$ cat config.mk
export PLATFORM = sky130hd
export DESIGN_NAME = aeroplane_ctrl_flat
export DESIGN_NICKNAME = d
export VERILOG_FILES = /design/src/rtl/aeroplane_ctrl_if.sv /design/src/rtl/aeroplane_ctrl.sv /design/src/flat_wrapper.sv
export SDC_FILE = /design/constraint.sdc
export NUM_CORES = 1
export LEC_CHECK = 0
export CORE_AREA = 2 2 127 129
export CTS_BUF_LIST = sky130_fd_sc_hd__clkbuf_2
export DETAILED_ROUTE_END_ITERATION = 12
export DIE_AREA = 0 0 129 131
export PLACE_DENSITY_LB_ADDON = 0.12
export SYNTH_ARGS = -nofsm -noshare
export SYNTH_HDL_FRONTEND = slang
export SYNTH_SLANG_ARGS = --single-unit
$ cat constraint.sdc
create_clock -name clk -period 4.7 [get_ports clk]
set_clock_uncertainty 0.15 [all_clocks]
set_input_delay 0.94 -clock clk [delete_from_list [all_inputs] [get_ports clk]]
set_output_delay 0.94 -clock clk [all_outputs]
set_load 0.1 [all_outputs]
$ cat src/rtl/aeroplane_ctrl_if.sv
// Signal bundle between the aeroplane controller and the video/game logic.
// The controller owns the slave side; the game logic drives the master side.
interface aeroplane_ctrl_if;
    logic       frame_tick;
    logic       btn_left;
    logic       btn_right;
    logic       btn_up;
    logic       btn_down;
    logic       hit;
    logic       restart;
    logic [9:0] pixel_x;
    logic [9:0] pixel_y;
    logic [9:0] plane_x;
    logic [9:0] plane_y;
    logic       aeroplane_gfx;
    logic       alive;
    logic       crashed;

    modport master (
        output frame_tick, btn_left, btn_right, btn_up, btn_down, hit, restart,
        output pixel_x, pixel_y,
        input  plane_x, plane_y, aeroplane_gfx, alive, crashed
    );

    modport slave (
        input  frame_tick, btn_left, btn_right, btn_up, btn_down, hit, restart,
        input  pixel_x, pixel_y,
        output plane_x, plane_y, aeroplane_gfx, alive, crashed
    );
endinterface

$ cat src/rtl/aeroplane_ctrl.sv
// Aeroplane sprite controller: saturating movement, crash blink sequence and restart,
// plus the combinational sprite mask for the current scan pixel.
module aeroplane_ctrl #(
    parameter int unsigned BODY_W       = 10,
    parameter int unsigned BODY_H       = 30,
    parameter int unsigned FLAP_W       = 25,
    parameter int unsigned FLAP_H       = 5,
    parameter int unsigned START_X      = 13,
    parameter int unsigned START_Y      = 400,
    parameter int unsigned STEP         = 4,
    parameter int unsigned SCREEN_W     = 640,
    parameter int unsigned SCREEN_H     = 480,
    parameter int unsigned CRASH_FRAMES = 60,
    parameter int unsigned BLINK_FRAMES = 8
) (
    input logic             clk,
    input logic             reset,
    aeroplane_ctrl_if.slave bus
);

    localparam logic [1:0] ST_FLY   = 2'd0;
    localparam logic [1:0] ST_CRASH = 2'd1;
    localparam logic [1:0] ST_DEAD  = 2'd2;

    localparam int unsigned CNT_W = $clog2(CRASH_FRAMES + 1);
    localparam int unsigned BLK_W = $clog2(BLINK_FRAMES + 1);

    localparam logic [10:0] STEP_11  = 11'(STEP);
    localparam logic [10:0] MAX_X_11 = 11'(SCREEN_W - FLAP_W);
    localparam logic [10:0] MAX_Y_11 = 11'(SCREEN_H - BODY_H);
    localparam logic [10:0] FUS_DX   = 11'((FLAP_W - BODY_W) / 2);
    localparam logic [10:0] WING_DY  = 11'((BODY_H - FLAP_H) / 2);

    logic [1:0]       r_state, w_state_d;
    logic [9:0]       r_x, w_x_d;
    logic [9:0]       r_y, w_y_d;
    logic [CNT_W-1:0] r_crash_cnt, w_crash_cnt_d;
    logic [BLK_W-1:0] r_blink_cnt, w_blink_cnt_d;
    logic             r_blink, w_blink_d;

    logic [10:0] w_x_ext, w_y_ext, w_x_sum, w_y_sum;
    logic [9:0]  w_x_inc, w_x_dec, w_y_inc, w_y_dec;
    logic        w_mv_left, w_mv_right, w_mv_up, w_mv_down;

    assign w_x_ext = {1'b0, r_x};
    assign w_y_ext = {1'b0, r_y};
    assign w_x_sum = w_x_ext + STEP_11;
    assign w_y_sum = w_y_ext + STEP_11;

    // Saturate in 11 bits so neither direction can wrap.
    assign w_x_inc = (w_x_sum > MAX_X_11) ? MAX_X_11[9:0] : w_x_sum[9:0];
    assign w_y_inc = (w_y_sum > MAX_Y_11) ? MAX_Y_11[9:0] : w_y_sum[9:0];
    assign w_x_dec = (w_x_ext < STEP_11) ? 10'd0 : r_x - STEP_11[9:0];
    assign w_y_dec = (w_y_ext < STEP_11) ? 10'd0 : r_y - STEP_11[9:0];

    assign w_mv_left  = bus.btn_left  & ~bus.btn_right;
    assign w_mv_right = bus.btn_right & ~bus.btn_left;
    assign w_mv_up    = bus.btn_up    & ~bus.btn_down;
    assign w_mv_down  = bus.btn_down  & ~bus.btn_up;

    always_comb begin
        w_state_d     = r_state;
        w_x_d         = r_x;
        w_y_d         = r_y;
        w_crash_cnt_d = r_crash_cnt;
        w_blink_cnt_d = r_blink_cnt;
        w_blink_d     = r_blink;
        case (r_state)
            ST_FLY: begin
                if (bus.hit) begin
                    w_state_d     = ST_CRASH;
                    w_crash_cnt_d = '0;
                    w_blink_cnt_d = '0;
                    w_blink_d     = 1'b0;
                end else if (bus.frame_tick) begin
                    if (w_mv_left)  w_x_d = w_x_dec;
                    if (w_mv_right) w_x_d = w_x_inc;
                    if (w_mv_up)    w_y_d = w_y_dec;
                    if (w_mv_down)  w_y_d = w_y_inc;
                end
            end
            ST_CRASH: begin
                if (bus.frame_tick) begin
                    w_crash_cnt_d = r_crash_cnt + 1'b1;
                    if (r_crash_cnt == CNT_W'(CRASH_FRAMES - 1)) w_state_d = ST_DEAD;
                    if (r_blink_cnt == BLK_W'(BLINK_FRAMES - 1)) begin
                        w_blink_cnt_d = '0;
                        w_blink_d     = ~r_blink;
                    end else begin
                        w_blink_cnt_d = r_blink_cnt + 1'b1;
                    end
                end
            end
            ST_DEAD: begin
                if (bus.restart) begin
                    w_state_d     = ST_FLY;
                    w_x_d         = 10'(START_X);
                    w_y_d         = 10'(START_Y);
                    w_crash_cnt_d = '0;
                    w_blink_cnt_d = '0;
                    w_blink_d     = 1'b0;
                end
            end
            default: w_state_d = ST_FLY;
        endcase
    end

    always_ff @(posedge clk or posedge reset) begin
        if (reset) begin
            r_state     <= ST_FLY;
            r_x         <= 10'(START_X);
            r_y         <= 10'(START_Y);
            r_crash_cnt <= '0;
            r_blink_cnt <= '0;
            r_blink     <= 1'b0;
        end else begin
            r_state     <= w_state_d;
            r_x         <= w_x_d;
            r_y         <= w_y_d;
            r_crash_cnt <= w_crash_cnt_d;
            r_blink_cnt <= w_blink_cnt_d;
            r_blink     <= w_blink_d;
        end
    end

    logic [10:0] w_px, w_py, w_fus_x, w_wing_y;
    logic        w_in_fus, w_in_wing, w_shape;

    assign w_px     = {1'b0, bus.pixel_x};
    assign w_py     = {1'b0, bus.pixel_y};
    assign w_fus_x  = w_x_ext + FUS_DX;
    assign w_wing_y = w_y_ext + WING_DY;

    assign w_in_fus  = (w_px >= w_fus_x) && (w_px < w_fus_x + 11'(BODY_W)) &&
                       (w_py >= w_y_ext) && (w_py < w_y_ext + 11'(BODY_H));
    assign w_in_wing = (w_px >= w_x_ext) && (w_px < w_x_ext + 11'(FLAP_W)) &&
                       (w_py >= w_wing_y) && (w_py < w_wing_y + 11'(FLAP_H));
    assign w_shape   = w_in_fus | w_in_wing;

    assign bus.aeroplane_gfx = (r_state == ST_FLY) ? w_shape :
                               (r_state == ST_CRASH) ? (w_shape & ~r_blink) : 1'b0;
    assign bus.plane_x = r_x;
    assign bus.plane_y = r_y;
    assign bus.alive   = (r_state == ST_FLY);
    assign bus.crashed = (r_state == ST_CRASH) || (r_state == ST_DEAD);

endmodule
$ cat src/flat_wrapper.sv
// flat-port wrapper written by rule: the top's interface ports become plain ports
module aeroplane_ctrl_flat 
#(
    parameter int unsigned BODY_W       = 10,
    parameter int unsigned BODY_H       = 30,
    parameter int unsigned FLAP_W       = 25,
    parameter int unsigned FLAP_H       = 5,
    parameter int unsigned START_X      = 13,
    parameter int unsigned START_Y      = 400,
    parameter int unsigned STEP         = 4,
    parameter int unsigned SCREEN_W     = 640,
    parameter int unsigned SCREEN_H     = 480,
    parameter int unsigned CRASH_FRAMES = 60,
    parameter int unsigned BLINK_FRAMES = 8
)
  (clk, reset, bus_frame_tick, bus_btn_left, bus_btn_right, bus_btn_up, bus_btn_down, bus_hit, bus_restart, bus_pixel_x, bus_pixel_y, bus_plane_x, bus_plane_y, bus_aeroplane_gfx, bus_alive, bus_crashed);
  aeroplane_ctrl_if bus_i ();
  input logic clk;
  input logic reset;
  input wire logic [$bits(bus_i.frame_tick)-1:0] bus_frame_tick;
  input wire logic [$bits(bus_i.btn_left)-1:0] bus_btn_left;
  input wire logic [$bits(bus_i.btn_right)-1:0] bus_btn_right;
  input wire logic [$bits(bus_i.btn_up)-1:0] bus_btn_up;
  input wire logic [$bits(bus_i.btn_down)-1:0] bus_btn_down;
  input wire logic [$bits(bus_i.hit)-1:0] bus_hit;
  input wire logic [$bits(bus_i.restart)-1:0] bus_restart;
  input wire logic [$bits(bus_i.pixel_x)-1:0] bus_pixel_x;
  input wire logic [$bits(bus_i.pixel_y)-1:0] bus_pixel_y;
  output wire logic [$bits(bus_i.plane_x)-1:0] bus_plane_x;
  output wire logic [$bits(bus_i.plane_y)-1:0] bus_plane_y;
  output wire logic [$bits(bus_i.aeroplane_gfx)-1:0] bus_aeroplane_gfx;
  output wire logic [$bits(bus_i.alive)-1:0] bus_alive;
  output wire logic [$bits(bus_i.crashed)-1:0] bus_crashed;
  assign bus_i.frame_tick = bus_frame_tick;
  assign bus_i.btn_left = bus_btn_left;
  assign bus_i.btn_right = bus_btn_right;
  assign bus_i.btn_up = bus_btn_up;
  assign bus_i.btn_down = bus_btn_down;
  assign bus_i.hit = bus_hit;
  assign bus_i.restart = bus_restart;
  assign bus_i.pixel_x = bus_pixel_x;
  assign bus_i.pixel_y = bus_pixel_y;
  assign bus_plane_x = bus_i.plane_x;
  assign bus_plane_y = bus_i.plane_y;
  assign bus_aeroplane_gfx = bus_i.aeroplane_gfx;
  assign bus_alive = bus_i.alive;
  assign bus_crashed = bus_i.crashed;
  aeroplane_ctrl #(.BODY_W(BODY_W), .BODY_H(BODY_H), .FLAP_W(FLAP_W), .FLAP_H(FLAP_H), .START_X(START_X), .START_Y(START_Y), .STEP(STEP), .SCREEN_W(SCREEN_W), .SCREEN_H(SCREEN_H), .CRASH_FRAMES(CRASH_FRAMES), .BLINK_FRAMES(BLINK_FRAMES)) u_core (.clk(clk), .reset(reset), .bus(bus_i));
endmodule
==> reports/qor.csv <==
stage;metric;value;unit
power_and_ir_drop;p_leak;2.61;nW
critical_path;worst_ep_arrival_time;3550;ps
synth;syn_avg_cell_area;8.14;µm²
synth;synth_top_area_cell;ha_1;
place;io_buffer_count;50;
layout;final_cell_mix;ha_1, clkdlybuf4s50_1, nand2_1, o21ai_0;
critical_path;cp-end-kind;output pin;
layout;n_fill_cell;1635;
synth;synth_edf_count;0;
route;via_per_inst;5.23;
sta;drv_slew;0;
sta;rsz0062_at_grt;true;
synth;ys.flop_type;dfrtp_1;
route;wl_per_cell;16.2;µm
global_route;grt_overflow_total;0;
global_route;grt_pass1_vias;4552;
floorplanning;die-area;16900;µm²
route;drt_wl_total;14300;µm
route;vias;4629;
sta;whs;350;ps
clock_network;cts_max_level;2;
outcome;outcome;complete, no violations;
synth;synth_warnings;0;
clock_network;clock_latency;380;ps
critical_path;critPathKind;flop to output pin;
place;place_area;5770;µm²
route;dr.pass1.iters;4;
clock_network;cts-root-buf;clkbuf_2;
floorplanning;core_area;15600;µm²
place;globalplace.congestion;0.840;
flow_run;maxCapViolations;0;
synth;syn_inst;604;
critical_path;startpoint;u_core.bus.plane_x[2]$_DFFE_PP1P_;
floorplanning;die_w;129;µm
layout;seq_area;831;µm²
layout;multi_input_area;4000;µm²
floorplanning;die_h;131;µm
clock_network;cts_tree;built;
global_route;grt_usage;0.170;
floorplanning;rows;46;
sta;setup_viol;0;
layout;fin_area;6090;µm²
synth;synth_xor_area_frac;0.0962;
synth;synth_top_family_by_area;adder cells;
sta;min_period;4640;ps
route;drtIter0Drc;199;
global_route;grt_max_degree;26;
critical_path;worstPathRequired;3610;ps
sta;timing.max_slew.rel_slack;0.316;
sta;hold_viol;0;
synth;synthMuxAreaShare;0.00636;
clock_network;clk_pin_slew;190;ps
layout;final_common_cell;ha_1;
synth;syn-num-nets;725;
global_route;antenna_found_initial;0;
synth;ys_seq_elements;32;
floorplanning;io_pins;52;
floorplanning;start_util;0.315;
critical_path;startpoint_type;flop;
clock_network;numCtsBuffers;5;
sta;period_share;0.987;
global_route;grt_pass1_wl;23400;µm
critical_path;r2r-start;u_core.r_state[0]$_DFFE_PP0P_;
layout;diodes;0;
layout;utilization;0.391;
route;ant_nets;0;
power_and_ir_drop;peakVddDrop;390;µV
layout;drive_gt1_frac;0.169;
clock_network;clock_path_buffers;2;
synth;synthAdderAreaFrac;0.234;
place;dp_hpwl;11400;µm
min_path;hold_path_class;flop to flop;
synth;synth_compound_area_frac;0.232;
synth;ys_seq_area_frac;0.164;
sta;max_freq;216;MHz
min_path;min-delay-start;u_core.r_blink$_DFFE_PP0P_;
route;drc;0;
layout;nNetsFinal;789;
sta;tightest_slew;1020;ps
layout;area_delta_synth_final;23.9;%
synth;synth-simple-area-share;0.199;
synth;synth_top_area_frac;0.234;
synth;async_flop_share;1.00;
synth;ys_types;76;
critical_path;critPathMaxFanout;6;
synth;syn-cell-area;4920;µm²
synth;synth_area_leaders;ha_1, dfrtp_1, xnor2_1;
clock_network;numClockSinks;32;
power_and_ir_drop;power_density;724;nW/µm²
==> worst max-delay path: stages, from the launching register on <==
cell and delay [ps]:
dfstp_4 710, inv_2 70, ha_4 150, nor2b_4 130
nor2_4 140, xnor2_2 140, o21ai_1 110, buf_4 140
or3_4 350, nor3_4 120, xnor2_1 80, ha_1 320
o2111ai_2 120, a32oi_2 260, o32ai_4 130, buf_12 180
==> cell usage after synthesis (all sizes together), types with 3 or more instances <==
library cell,number
ha,92
a31oi,8
o211ai,6
nor2b,10
dfstp,6
nand3b,3
a21oi,31
nand3,21
nand2b,14
nor3,17
o21ai,47
o31ai,8
nand2,42
a22oi,7
or3,7
nor2,42
nor4,6
o22ai,4
o221ai,5
xnor2,44
and2,4
buf,19
o32ai,3
a21o,6
dfrtp,26
a211oi,5
and3,4
or4,4
o2111ai,5
nand4,8
clkbuf,6
inv,42
xor2,10
o21a,9
a211o,3
==> stage by stage <==
stage          cells  setup WS (ps)  total power [W]  TNS (ps)
6_report         885           60.4          0.00441         0
5_1_grt          885           -156          0.00486      -156
2_1_floorplan    604          -20.0          0.00314     -20.0
3_5_place_dp     867            154          0.00393         0
3_3_place_gp     867            179          0.00390         0
4_1_cts          881           3.38          0.00427         0
==> power breakdown <==
part / switching [W] / internal [W]
Sequential: 0.000158 / 0.000386
Clock: 0.000105 / 0.0000917
Combinational: 0.00220 / 0.00147
==> logic make-up after synthesis <==
family,after synthesis
xor+xnor,54
mux,3
fa+ha+maj,92
flops,32
simple gates,189
buf+inv,69
other cells,1
compound gates,164
==> worst paths after layout <==
check | end | slack, ps | cells past startpoint
max in group asynchronous | u_core.bus.plane_y[7]$_DFFE_PP1P_ | 2680 | 3
worst min register to register | u_core.r_blink$_DFFE_PP0P_ | 350 | 1
worst min-delay path | u_core.r_blink$_DFFE_PP0P_ | 350 | 1
worst max-delay path | bus_aeroplane_gfx | 60 | 15
worst max register to register | u_core.r_crash_cnt[5]$_DFFE_PP0P_ | 1640 | 8
min in group asynchronous | u_core.bus.plane_y[2]$_DFFE_PP0P_ | 920 | 2
==> registers in the layout (all words and copies together), names as in the netlist <==
signal / flops
u_core.r_blink: 1
u_core.r_blink_cnt: 4
u_core.bus.plane_y: 9
u_core.r_crash_cnt: 6
u_core.r_state: 2
u_core.bus.plane_x: 10
==> layout make-up <==
cell class,instances,area share
inverters,44,0.0279
flip-flops and latches,32,0.136
multi-input cells,503,0.657
repair buffers,82,0.124
well taps,216,0.0444
clock inverters,2,0.00575
clock buffers,6,0.00493
==> per-layer routing <==
layer  vias to the layer above  wire (µm)  GRT usage
met5                         -          0          0
met3                        19        384     0.0138
li1                       2346          -          -
met4                         0        228     0.0320
met2                        93       7050      0.302
met1                      2171       6650      0.227
==> repair_timing <==
action                     in CTS  in global routing
setup buffers                   6                  4
pin swaps                      13                 13
setup endpoints to repair       1                  1
resized for setup              16                 25
hold buffers                    0                  0
No activity file was read; power rests on OpenSTA's default activity.
